## config.mk

```make
export PLATFORM = sky130hd
export DESIGN_NAME = lsu_ctrl
export DESIGN_NICKNAME = d
export VERILOG_FILES = /design/src/rtl/lsu_pkg.sv /design/src/rtl/lsu_lane.sv /design/src/rtl/lsu_ctrl.sv
export SDC_FILE = /design/constraint.sdc
export NUM_CORES = 1
export LEC_CHECK = 0
export ABC_CLOCK_PERIOD_IN_PS = 4840
export BUFFER_PORTS_ARGS = -buffer_cell sky130_fd_sc_hd__buf_4
export CAP_MARGIN = 20
export CORE_UTILIZATION = 53
export CTS_CLUSTER_DIAMETER = 200
export DETAILED_ROUTE_END_ITERATION = 8
export GPL_ROUTABILITY_DRIVEN = 0
export PLACE_DENSITY = 0.84
export SLEW_MARGIN = 10
export SYNTH_ARGS = -nofsm -noshare
export SYNTH_HDL_FRONTEND = slang
export SYNTH_SLANG_ARGS = --single-unit
```

## constraint.sdc

```tcl
create_clock -name clk -period 4.84 [get_ports clk]
set_input_delay 0.484 -clock clk [delete_from_list [all_inputs] [get_ports clk]]
set_output_delay 0.484 -clock clk [all_outputs]
set_load 0.02 [all_outputs]
```

## src/rtl/lsu_pkg.sv

```systemverilog
// lsu_pkg: shared definitions for the load/store controller.
//   - RV32I funct3 encodings for loads and stores
//   - controller FSM state encoding (3-bit)
//   - DMEM MemRW levels
//   - lsu_req_err(): decode-time legality check (funct3 + alignment)
package lsu_pkg;

  localparam logic [2:0] F3_B  = 3'b000;
  localparam logic [2:0] F3_H  = 3'b001;
  localparam logic [2:0] F3_W  = 3'b010;
  localparam logic [2:0] F3_BU = 3'b100;
  localparam logic [2:0] F3_HU = 3'b101;

  localparam logic MEM_READ  = 1'b1;
  localparam logic MEM_WRITE = 1'b0;

  typedef enum logic [2:0] {
    ST_IDLE   = 3'd0,
    ST_LOAD   = 3'd1,
    ST_RMW_RD = 3'd2,
    ST_WRITE  = 3'd3,
    ST_RESP   = 3'd4
  } state_t;

  // Returns 1 when a request must be rejected without touching DMEM:
  // illegal funct3 for its direction, or a halfword/word access that is
  // not naturally aligned. Illegal encodings are rejected regardless of
  // their low bits, so the alignment test only matters for legal ones.
  function automatic logic lsu_req_err(input logic       we,
                                       input logic [2:0] funct3,
                                       input logic [1:0] addr_lo);
    logic legal;
    logic misaligned;
    if (we)
      legal = (funct3 == F3_B) || (funct3 == F3_H) || (funct3 == F3_W);
    else
      legal = (funct3 == F3_B) || (funct3 == F3_H) || (funct3 == F3_W) ||
              (funct3 == F3_BU) || (funct3 == F3_HU);
    misaligned = ((funct3[1:0] == 2'b01) && addr_lo[0]) ||
                 ((funct3[1:0] == 2'b10) && (addr_lo != 2'b00));
    return !legal || misaligned;
  endfunction

endpackage

```

## src/rtl/lsu_lane.sv

```systemverilog
// lsu_lane: combinational byte-lane logic for the load/store controller.
//   word      in  32  word read from DMEM
//   addr_lo   in   2  byte offset within the word
//   funct3    in   3  RV32I funct3 of the access
//   wdata     in  16  low half of the store data (only SB/SH merge here)
//   load_data out 32  selected lane, sign/zero extended per funct3
//   merged    out 32  word with the SB/SH data merged into its lane(s)
// Lanes are little-endian: byte n is word[8n+7:8n], halfword uses addr_lo[1].
module lsu_lane
  import lsu_pkg::*;
(
  input  logic [31:0] word,
  input  logic [1:0]  addr_lo,
  input  logic [2:0]  funct3,
  input  logic [15:0] wdata,
  output logic [31:0] load_data,
  output logic [31:0] merged
);

  logic [7:0]  byte_sel;
  logic [15:0] half_sel;

  always_comb begin
    byte_sel  = word[{addr_lo, 3'b000} +: 8];
    half_sel  = addr_lo[1] ? word[31:16] : word[15:0];
    load_data = '0;
    case (funct3)
      F3_B:    load_data = {{24{byte_sel[7]}}, byte_sel};
      F3_H:    load_data = {{16{half_sel[15]}}, half_sel};
      F3_W:    load_data = word;
      F3_BU:   load_data = {24'b0, byte_sel};
      F3_HU:   load_data = {16'b0, half_sel};
      default: load_data = '0;
    endcase
  end

  // Each byte lane either keeps the old memory byte or takes store data.
  // For SH the upper byte of the halfword lands in the odd lane.
  genvar gi;
  generate
    for (gi = 0; gi < 4; gi++) begin : g_lane
      localparam logic [1:0] LANE = 2'(gi);
      logic hit;
      assign hit = ((funct3 == F3_B) && (addr_lo == LANE)) ||
                   ((funct3 == F3_H) && (addr_lo[1] == LANE[1]));
      assign merged[8*gi +: 8] = !hit ? word[8*gi +: 8] :
                                 (funct3 == F3_H) ? wdata[8*(gi%2) +: 8] :
                                 wdata[7:0];
    end
  endgenerate

endmodule

```

## src/rtl/lsu_ctrl.sv

```systemverilog
// lsu_ctrl: RV32I load/store controller in front of a word-addressed DMEM.
//   clk, rst_n                 clock, asynchronous active-low reset
//   req_valid/req_ready        request handshake (accepted only in IDLE)
//   req_we, req_funct3         direction and RV32I access size/sign
//   req_addr, req_wdata        byte address, right-aligned store data
//   resp_valid/resp_ready      response handshake
//   resp_rdata, resp_err       extended load data (0 for stores/errors), error
//   mem_rw                     DMEM MemRW, 1=read, 0=write (0 only in WRITE)
//   mem_addr, mem_wdata        DMEM word index and write data
//   mem_rdata                  DMEM combinational read data
// Optional build macro LSU_RANGE_CHECK_EN: reject addr >= DEPTH*4 as an
// error without accessing DMEM. Without it, addresses pass through unmasked.
module lsu_ctrl
  import lsu_pkg::*;
#(
  parameter int DEPTH = 64
)
(
  input  logic        clk,
  input  logic        rst_n,
  input  logic        req_valid,
  output logic        req_ready,
  input  logic        req_we,
  input  logic [2:0]  req_funct3,
  input  logic [31:0] req_addr,
  input  logic [31:0] req_wdata,
  output logic        resp_valid,
  input  logic        resp_ready,
  output logic [31:0] resp_rdata,
  output logic        resp_err,
  output logic        mem_rw,
  output logic [31:0] mem_addr,
  output logic [31:0] mem_wdata,
  input  logic [31:0] mem_rdata
);

  if (DEPTH < 1) begin : g_depth_check
    $error("lsu_ctrl: DEPTH must be at least 1");
  end

  state_t      state_reg, state_next;
  logic [31:0] addr_reg;
  logic [2:0]  funct3_reg;
  logic [31:0] rdata_reg;
  logic        err_reg;
  // Holds the raw store data from accept; RMW_RD overwrites it with the
  // merged word, so WRITE always drives this register unchanged.
  logic [31:0] mem_wdata_reg;

  logic        range_err;
  logic        req_err;
  logic [31:0] load_data;
  logic [31:0] merged;

`ifdef LSU_RANGE_CHECK_EN
  localparam logic [31:0] ADDR_LIMIT = 32'(DEPTH) << 2;
  assign range_err = (req_addr >= ADDR_LIMIT);
`else
  assign range_err = 1'b0;
`endif

  assign req_err = lsu_req_err(req_we, req_funct3, req_addr[1:0]) | range_err;

  lsu_lane u_lane (
    .word      (mem_rdata),
    .addr_lo   (addr_reg[1:0]),
    .funct3    (funct3_reg),
    .wdata     (mem_wdata_reg[15:0]),
    .load_data (load_data),
    .merged    (merged)
  );

  always_ff @(posedge clk or negedge rst_n) begin
    if (!rst_n) state_reg <= ST_IDLE;
    else        state_reg <= state_next;
  end

  // Direction is carried by the state path (LOAD vs RMW_RD/WRITE), so the
  // latched request only needs address, funct3 and data.
  always_comb begin
    state_next = state_reg;
    req_ready  = 1'b0;
    resp_valid = 1'b0;
    mem_rw     = MEM_READ;
    case (state_reg)
      ST_IDLE: begin
        req_ready = 1'b1;
        if (req_valid) begin
          if (req_err)                 state_next = ST_RESP;
          else if (!req_we)            state_next = ST_LOAD;
          else if (req_funct3 == F3_W) state_next = ST_WRITE;
          else                         state_next = ST_RMW_RD;
        end
      end
      ST_LOAD:   state_next = ST_RESP;
      ST_RMW_RD: state_next = ST_WRITE;
      ST_WRITE: begin
        mem_rw     = MEM_WRITE;
        state_next = ST_RESP;
      end
      ST_RESP: begin
        resp_valid = 1'b1;
        if (resp_ready) state_next = ST_IDLE;
      end
      default: state_next = ST_IDLE;
    endcase
  end

  always_ff @(posedge clk or negedge rst_n) begin
    if (!rst_n) begin
      addr_reg      <= '0;
      funct3_reg    <= '0;
      rdata_reg     <= '0;
      err_reg       <= 1'b0;
      mem_wdata_reg <= '0;
    end else begin
      case (state_reg)
        ST_IDLE: begin
          if (req_valid) begin
            addr_reg      <= req_addr;
            funct3_reg    <= req_funct3;
            mem_wdata_reg <= req_wdata;
            err_reg       <= req_err;
            rdata_reg     <= '0;
          end
        end
        ST_LOAD:   rdata_reg     <= load_data;
        ST_RMW_RD: mem_wdata_reg <= merged;
        ST_RESP: begin
          if (resp_ready) begin
            err_reg   <= 1'b0;
            rdata_reg <= '0;
          end
        end
        default: ;
      endcase
    end
  end

  assign mem_addr   = {2'b00, addr_reg[31:2]};
  assign mem_wdata  = mem_wdata_reg;
  assign resp_rdata = rdata_reg;
  assign resp_err   = err_reg;

endmodule

```

### After elaboration in Yosys (flattened, before gate mapping)

Cells that the tools add are included.

* bits in registers: 103
* input port bits: 104
* output and inout bits: 100
* logic and storage cells: 88

* equality and inequality tests: 20
* shifts and indexed selects: 1
* multiplexer cells: 25
* bitwise operators: 1
* reductions and logical operators: 34

Operators by type and width (count)
* 32-bit case mux with 5 select lines: 1
* 32-bit 2-to-1 mux: 3
* 32-bit case mux with 3 select lines: 1
* 32-bit case mux with 2 select lines: 1
* 8-bit 2-to-1 mux: 5
* 32-bit by 6-bit variable part select with 8-bit output: 1
* 16-bit 2-to-1 mux: 1
* 3-bit == test, second input constant: 5
* 3-bit by 2-bit == test with 1-bit output, second input constant: 4
* 3-bit case mux with 4 select lines: 1
* 1-bit logical OR: 10
* 3-bit by 1-bit == test with 1-bit output, second input constant: 3
* 3-bit logical NOT: 3
* 3-bit 2-to-1 mux: 3
* 3-bit AND reduction: 3
* 1-bit logical AND: 8
* 1-bit 2-to-1 mux: 7
* 2-bit == test, second input constant: 3
* 2-bit inequality test, second input constant: 3
* 2-bit AND reduction: 3
* 2-bit nonzero test: 3
* 2-bit by 1-bit == test with 1-bit output, second input constant: 2
* 3-bit nonzero test: 1
* 2-bit logical NOT: 1
* other kinds (5): 5

### Longest topological paths before layout

Gate-level depths: netlist (run 1).

* word-level depth: 11
* gate-level depth with buffers: 7
* gate-level depth less buffers: 4

### By module

Synthesis (run 1) repeated with hierarchy kept, for this count alone.

* cell total of the unflattened synthesis: 538
* area total of the unflattened synthesis: 5972.0 um2

Modules (own cells, without submodules)
* lsu_ctrl: instances 1, cells each 352, area an instance 4420.5 um2, seq. area each 2577.5 um2
* lsu_lane: instances 1, cells each 186, area an instance 1551.5 um2, seq. area each 0.0 um2

### Least setup slack after synthesis (run 1)

No wires, ideal clock.

* path kind: register to register
* start: reg addr_reg[0]
* end: reg rdata_reg[22] (netlist: resp_rdata[22])
* library setup time: 126 ps
* arrival time: 1605 ps
* data required time: 4714 ps
* setup slack: 3109 ps
* cell stages (with the launch flop): 6
* path buffers: 1
* period minus slack after synthesis: 1731 ps
* path through: dfrtp_1 mux2_2 a32oi_4 a21oi_4 buf_6 a221o_1

* longest elaborated chain between the ends: 3

Ends and longest elaborated chain
* start, declared: line lsu_ctrl.sv:42 `logic [31:0] addr_reg;`
* start signal, assigned: line lsu_ctrl.sv:120 `addr_reg <= req_addr;`
* 32-bit by 6-bit variable part select with 8-bit output: line lsu_lane.sv:24 `byte_sel = word[{addr_lo, 3'b000} +: 8];`
* 32-bit case mux with 5 select lines: line lsu_lane.sv:27 `case (funct3)`
* 32-bit case mux with 3 select lines: line lsu_ctrl.sv:117 `case (state_reg)`
* end signal, assigned: line lsu_ctrl.sv:127 `ST_LOAD: rdata_reg <= load_data;`
* end, declared: line lsu_ctrl.sv:44 `logic [31:0] rdata_reg;`

Every way passes these cells.
A chain may end at the register's enable or synchronous reset.

### Worst setup path after layout (run 1)

* start: reg funct3_reg[1]
* end: reg rdata_reg[30] (netlist: resp_rdata[30])

* longest elaborated chain between the ends: 3
* elaborated cells on any way between the ends: 7
* classes of those cells: 4 x eq/ne; 2 x mux; 1 x reduce/logical

Ends and longest elaborated chain
* start, declared: line lsu_ctrl.sv:43 `logic [2:0] funct3_reg;`
* start signal, assigned: line lsu_ctrl.sv:121 `funct3_reg <= req_funct3;`
* 3-bit == test, or another cell as far along: line lsu_lane.sv:27
* 32-bit case mux with 5 select lines (*): line lsu_lane.sv:27
* 32-bit case mux with 3 select lines (*): line lsu_ctrl.sv:117

Every way passes the cells marked *; elsewhere a longest branch is shown, timed or not.

==> flow_metrics.env, run 1 <==
export IMPL_status="finished, final reports clean"
export IMPL_post_cts_buffers=0
export IMPL_netlist_area_um2=5202
export IMPL_synthFlopType="dfrtp_1"
export IMPL_synth_seq_area_share_pct=49.54
export IMPL_yosysTopAreaCell="dfrtp_1"
export IMPL_h_tree_depth=3
export IMPL_drt_wl_total_um=14560
export IMPL_track_usage_pct=29.24
export IMPL_drc=0
export IMPL_io_pins=204
export IMPL_maxSlewViolCount=0
export IMPL_end_kind="flip-flop"
export IMPL_initial_utilization_pct=55.51
export IMPL_skew_ps=11.14
export IMPL_setup_slack_ps=2357
export IMPL_whs_ps=245.2
export IMPL_clock_fmax_mhz=402.7
export IMPL_hold_viol=0
export IMPL_gr_total_overflow=0
export IMPL_path_clk_slew_ps=100
export IMPL_clk_path_buf_depth=2
export IMPL_cap_violations=0
export IMPL_antenna_cells=0
export IMPL_finalSetupViolations=0
export IMPL_firstDrtPassIters=5
export IMPL_synthMostInstantiatedCell="dfrtp_1"
export IMPL_path_class="flip-flop to flip-flop"
export IMPL_fin_nets=706
export IMPL_synthArstFlopShare_pct=100.0
export IMPL_holdBufCountCts=0
export IMPL_portBuffers=201
export IMPL_coreArea_um2=9371
export IMPL_cts_resized_gates=0
export IMPL_drtIter0Drc=263
export IMPL_grt_pass1_wl_um=22540
export IMPL_fin_crit_ps=2483
export IMPL_synthTopCellsByArea="dfrtp_1 (50%), mux2_1 (11%), buf_4 (4.8%)"
export IMPL_syn2layout_area_growth_pct=29.63
export IMPL_syn_inst=446
export IMPL_die_w_um=101.1
export IMPL_antenna_found_initial=0
export IMPL_drive_above_1_share_pct=39.87
export IMPL_ant_nets=0
export IMPL_die_area_um2=10220
export IMPL_fin_tns_setup_ps=0
export IMPL_synth_avg_cell_area_um2=11.66
export IMPL_via_per_inst=5.845
export IMPL_hpwl_um=10910
export IMPL_worst_pin_slew_ps=1052
export IMPL_finalNonFillerCells=736
export IMPL_synth_distinct_cells=48
export IMPL_ff2ff_path_depth=4
export IMPL_cts_tree="built"
export IMPL_cts_root_buf="clkbuf_8"
export IMPL_cts_sinks=103
export IMPL_die_y_um=101.1
export IMPL_worstSkewPairLatency_ps=360
export IMPL_critPathArrivalTime_ps=2780
export IMPL_finalCritPeriodShare_pct=51.31
export IMPL_grt_max_degree=76
export IMPL_finalPower_mw=4.130
export IMPL_synth_top_cells_by_count="dfrtp_1 (103), mux2_1 (51), o21ai_1 (44)"
export IMPL_rsz0062_at_grt="false"
export IMPL_synth_warnings=0
export IMPL_post_place_ws_ps=2074
export IMPL_hold_path_class="input port to async pin"
export IMPL_cts_buffers=9
export IMPL_synth_seq_cells=103
export IMPL_yosys_area_top_type_share_pct=49.54
export IMPL_place_inst=718
export IMPL_wl_per_cell_um=19.78
export IMPL_grt_pass1_vias=4240
export IMPL_peakVddDrop_mv=0.2812
export IMPL_start_kind="flip-flop"
export IMPL_worstPathMaxFanout=13
export IMPL_powerDensity_nw_per_um2=612.4
export IMPL_synth_edff_count=0
export IMPL_p_leak_nw=3.260
export IMPL_relSlewSlack_pct=29.69
export IMPL_rows=35
export IMPL_vias=4302
export IMPL_cp_required_ps=5130
placed cells by master (no fill, tap or decap), types with 2 or more instances in the layout:
cell type / count
a21o_1: 13
a21oi_1: 9
a221o_1: 17
a222oi_1: 6
a22oi_1: 32
a31oi_1: 4
and2_1: 16
buf_4: 205
clkbuf_8: 12
clkinv_4: 3
conb_1: 2
dfrtp_1: 103
mux2_1: 51
mux2_2: 9
mux2i_1: 17
nand2_1: 11
nand2b_1: 2
nand3_1: 3
nor2_1: 6
nor2b_1: 5
nor3_1: 3
nor3_2: 2
nor3b_1: 4
nor4b_1: 2
o21ai_0: 3
o21ai_1: 43
cell type report:
cell class	count	area (um^2)
Clock buffer	13	168.9
Inverter	2	7.507
Multi-Input combinational cell	280	2248
Timing Repair Buffer	206	1554
Sequential cell	103	2577
Fill cell	712	2628
Tap cell	129	161.4
Clock inverter	3	26.28
worst max-delay path, stage by stage, from the launching register on:
cell and delay, ps:
dfrtp_1 570, nor3b_1 900, nor2b_1 500, buf_4 280
a221o_1 180
report_power, final:
| part | switching [mW] | leakage, nW | internal, mW |
|---|---|---|---|
| combinational | 1.16 | 1.86 | 0.946 |
| sequential | 0.298 | 1.30 | 1.20 |
| clock | 0.292 | 0.0998 | 0.233 |
| total | 1.75 | 3.26 | 2.38 |
path summary, 6_finish.rpt:
path / to / slack, ps / start
worst max-delay path: resp_rdata[30] / 2360 / funct3_reg[1]
worst min-delay path: addr_reg[5] / 250 / rst_n
worst max register to register: resp_rdata[30] / 2360 / funct3_reg[1]
worst min register to register: resp_rdata[8] / 490 / resp_rdata[8]
max in group asynchronous: resp_rdata[16] / 3660 / rst_n
min in group clk: addr_reg[29] / 330 / req_addr[29]
metrics by stage:
stage / utilization (%) / instance area [um^2]
6_report: 71.96 / 6744
5_1_grt: 71.96 / 6744
4_1_cts: 71.72 / 6721
3_5_place_dp: 69.64 / 6526
3_3_place_gp: 69.64 / 6526
2_1_floorplan: - / 5206
cells by family (layout without fill, tap and decap cells):
family / Yosys count / count (layout) / synth area share [%]
AOI/OAI and AO/OA: 137 / 137 / 18.86
DFF: 103 / 103 / 49.54
muxes: 78 / 78 / 16.55
buffers and inverters: 64 / 224 / 7.552
and+or+nand+nor: 63 / 63 / 7.432
other: 1 / 2 / 0.07208
per-layer routing:
layer | track usage [%] | wire length (um) | vias up
li1 | - | - | 1946
met1 | 38.91 | 5862 | 2101
met2 | 47.72 | 7079 | 219
met3 | 6.311 | 1184 | 36
met4 | 9.476 | 429 | 0
met5 | 0 | 0 | -
(Power assumes the default switching activity.)
==> run 2: changes to the inputs <==
--- a/config.mk
+++ b/config.mk
@@ -5,14 +5,15 @@
 export SDC_FILE = /design/constraint.sdc
 export NUM_CORES = 1
 export LEC_CHECK = 0
-export ABC_CLOCK_PERIOD_IN_PS = 4840
+export ABC_AREA = 1
+export ABC_CLOCK_PERIOD_IN_PS = 2200
 export BUFFER_PORTS_ARGS = -buffer_cell sky130_fd_sc_hd__buf_4
 export CAP_MARGIN = 20
-export CORE_UTILIZATION = 53
+export CORE_UTILIZATION = 46
 export CTS_CLUSTER_DIAMETER = 200
 export DETAILED_ROUTE_END_ITERATION = 8
 export GPL_ROUTABILITY_DRIVEN = 0
-export PLACE_DENSITY = 0.84
+export PLACE_DENSITY = 0.75
 export SLEW_MARGIN = 10
 export SYNTH_ARGS = -nofsm -noshare
 export SYNTH_HDL_FRONTEND = slang
==> constraint.sdc (replaced) <==
create_clock -name clk -period 2.2 [get_ports clk]
set_input_delay 0.22 -clock clk [delete_from_list [all_inputs] [get_ports clk]]
set_output_delay 0.22 -clock clk [all_outputs]
set_load 0.02 [all_outputs]
==> flow_metrics.env, run 2 <==
export IMPL_finalCritPeriodShare_pct=87.24
export IMPL_p_sw_mw=4.387
export IMPL_fin_crit_ps=1919
export IMPL_synth_avg_cell_area_um2=6.931
export IMPL_combinationalPowerShare_pct=51.9
export IMPL_drtIter0Drc=419
export IMPL_fin_tns_setup_ps=0
export IMPL_vias=5917
export IMPL_hpwl_um=13250
export IMPL_synthArstFlopShare_pct=100.0
export IMPL_die_y_um=115.6
export IMPL_io_pins=204
export IMPL_crit_path_max_incr_delay_ps=460
export IMPL_portBuffers=201
export IMPL_mostFrequentLayoutCells="nand2_1 (330), buf_4 (219), nand3_1 (118)"
export IMPL_antenna_cells=0
export IMPL_final_common_cell="nand2_1"
export IMPL_post_route_util_pct=60.93
export IMPL_grt_max_degree=49
export IMPL_syn2layout_area_growth_pct=29.59
export IMPL_coreArea_um2=12620
export IMPL_placedInstanceArea_um2=7388
export IMPL_cap_violations=0
export IMPL_die_w_um=115.6
export IMPL_synth_distinct_cells=26
export IMPL_critical_path_buf_inv_count=3
export IMPL_grt_pass1_wl_um=27680
export IMPL_power_share_clock_pct=16.6
export IMPL_ant_nets=0
export IMPL_synth_seq_area_share_pct=43.44
export IMPL_drc=0
export IMPL_design_area_um2=7689
export IMPL_grt_pass1_vias=5665
export IMPL_initial_utilization_pct=47.02
export IMPL_cts_root_buf="clkbuf_16"
export IMPL_finalNonFillerCells=1190
export IMPL_synthFlopType="dfrtp_1"
export IMPL_hold_viol=0
export IMPL_gr_total_overflow=0
export IMPL_wl_per_cell_um=14.61
export IMPL_synth_seq_cells=103
export IMPL_place_inst=1174
export IMPL_worstPathMaxFanout=34
export IMPL_p_leak_nw=4.445
export IMPL_critPathArrivalTime_ps=1700
export IMPL_critPathMostFrequentCell="buf_4"
export IMPL_die_area_um2=13360
export IMPL_synth_warnings=0
export IMPL_sw_frac_of_total_pct=45.11
export IMPL_end_kind="output port"
export IMPL_relSlewSlack_pct=66.61
export IMPL_fin_nets=1118
export IMPL_maxSlewViolCount=0
export IMPL_drive_above_1_share_pct=24.56
export IMPL_slowest_stage="dfrtp_1"
export IMPL_cp_required_ps=1980
export IMPL_cts_tree="built"
export IMPL_clk_path_buf_depth=2
export IMPL_h_tree_depth=3
export IMPL_finalPower_mw=9.726
export IMPL_netlist_area_um2=5933
export IMPL_powerDensity_nw_per_um2=1265
export IMPL_yosys_area_top_type_share_pct=43.44
export IMPL_skew_ps=9.413
export IMPL_synth_edff_count=0
export IMPL_start_kind="flip-flop"
export IMPL_cts_sinks=103
export IMPL_drt_wl_total_um=17390
export IMPL_worst_pin_slew_ps=497.5
export IMPL_firstDrtPassIters=7
export IMPL_path_class="flip-flop to output port"
export IMPL_finalSetupViolations=0
export IMPL_crit_family="buffers and inverters"
export IMPL_worstPathCellList="nor2_2 > inv_2 > nor2_4 > buf_4 > buf_4"
export IMPL_p_int_mw=5.339
export IMPL_hold_path_class="input port to flip-flop"
export IMPL_clock_fmax_mhz=521.1
export IMPL_synthTopCellsByArea="dfrtp_1 (43%), nand2_1 (21%), nand3_1 (10%)"
export IMPL_antenna_found_initial=0
export IMPL_worstSkewPairLatency_ps=350
export IMPL_synth_top_cells_by_count="nand2_1 (330), nand3_1 (118), dfrtp_1 (103)"
export IMPL_via_per_inst=4.972
export IMPL_rows=41
export IMPL_yosysTopAreaCell="dfrtp_1"
export IMPL_status="finished, final reports clean"
export IMPL_synthMostInstantiatedCell="nand2_1"
export IMPL_syn_inst=856
export IMPL_track_usage_pct=27.25
export IMPL_power_frac_seq_pct=31.5
export IMPL_peakVddDrop_mv=0.6604
export IMPL_rsz0062_at_grt="false"
export IMPL_path_clk_slew_ps=70
export IMPL_nFillCells=1228
export IMPL_cts_buffers=9
## run 2: area by class of cell
type	instances	area (um^2)	area share [%]
clock buffers	12	246.5	3.206
clock inverters	3	43.79	0.5696
inverters	99	371.6	4.833
multi-input cells	579	2540	33.04
flip-flops and latches	103	2577	33.52
well taps	172	215.2	2.799
repair buffers	222	1694	22.03
## run 2: logic make-up (layout without fill, tap and decap cells)
family                 after synthesis  count (layout)  synth area share [%]
other                                1               2               0.06320
DFF                                103             103                 43.44
buffers and inverters              175             336                 14.00
AOI/OAI and AO/OA                  101             101                 8.941
and+or+nand+nor                    476             476                 33.55
## run 2: final timing paths
| kind | from | end | slack [ps] | depth (start not counted) |
|---|---|---|---|---|
| worst min register to register | addr_reg[4] | addr_reg[4] | 480 | 2 |
| max in group asynchronous | rst_n | resp_rdata[26] | 1220 | 3 |
| worst max-delay path | state_reg[1] | req_ready | 280 | 5 |
| min in group asynchronous | rst_n | mem_wdata[24] | 350 | 2 |
| worst min-delay path | req_addr[31] | addr_reg[31] | 90 | 3 |
| worst max register to register | funct3_reg[1] | mem_wdata[22] | 420 | 6 |
## run 2: layer usage
| metal | wire length (um) | part of all wire [%] | GRT usage, % |
|---|---|---|---|
| met1 | 7482 | 43 | 34.36 |
| met2 | 8225 | 47 | 44.75 |
| met3 | 1220 | 7.0 | 6.119 |
| met4 | 462 | 2.7 | 12.38 |
| met5 | 0 | 0 | 0 |
## run 2: what timing repair did
action,4_1_cts,5_1_grt
resized for setup,0,0
setup buffers,0,0
hold endpoints to repair,27,0
hold buffers,1,0
## run 2: worst register-to-register path, delay by kind of cell, from the launching register on
| family | cells | cell delay (ps) |
|---|---|---|
| AND/OR/NAND/NOR | 4 | 970 |
| buffers and inverters | 1 | 160 |
| flip-flops | 1 | 470 |
| AO/OA/AOI/OAI | 1 | 70 |
## run 2: power groups by stage
stage          Combinational [mW]  Clock (mW)  Sequential, mW
2_1_floorplan                3.21           0            3.34
3_3_place_gp                 4.98           0            3.08
3_5_place_dp                 5.05           0            3.07
4_1_cts                      5.05        1.64            3.06
5_1_grt                      5.59        1.73            3.13
6_report                     5.05        1.61            3.07
## run 2: metrics by stage
| step | hold WS, ps | setup WS (ps) |
|---|---|---|
| global placement | 179.4 | 517.6 |
| CTS | 88.16 | 270.3 |
| finish | 92.23 | 280.8 |
| global route | 87.72 | 147.7 |
| detailed placement | 186.0 | 452.3 |
| floorplan | -75.59 | 616.8 |
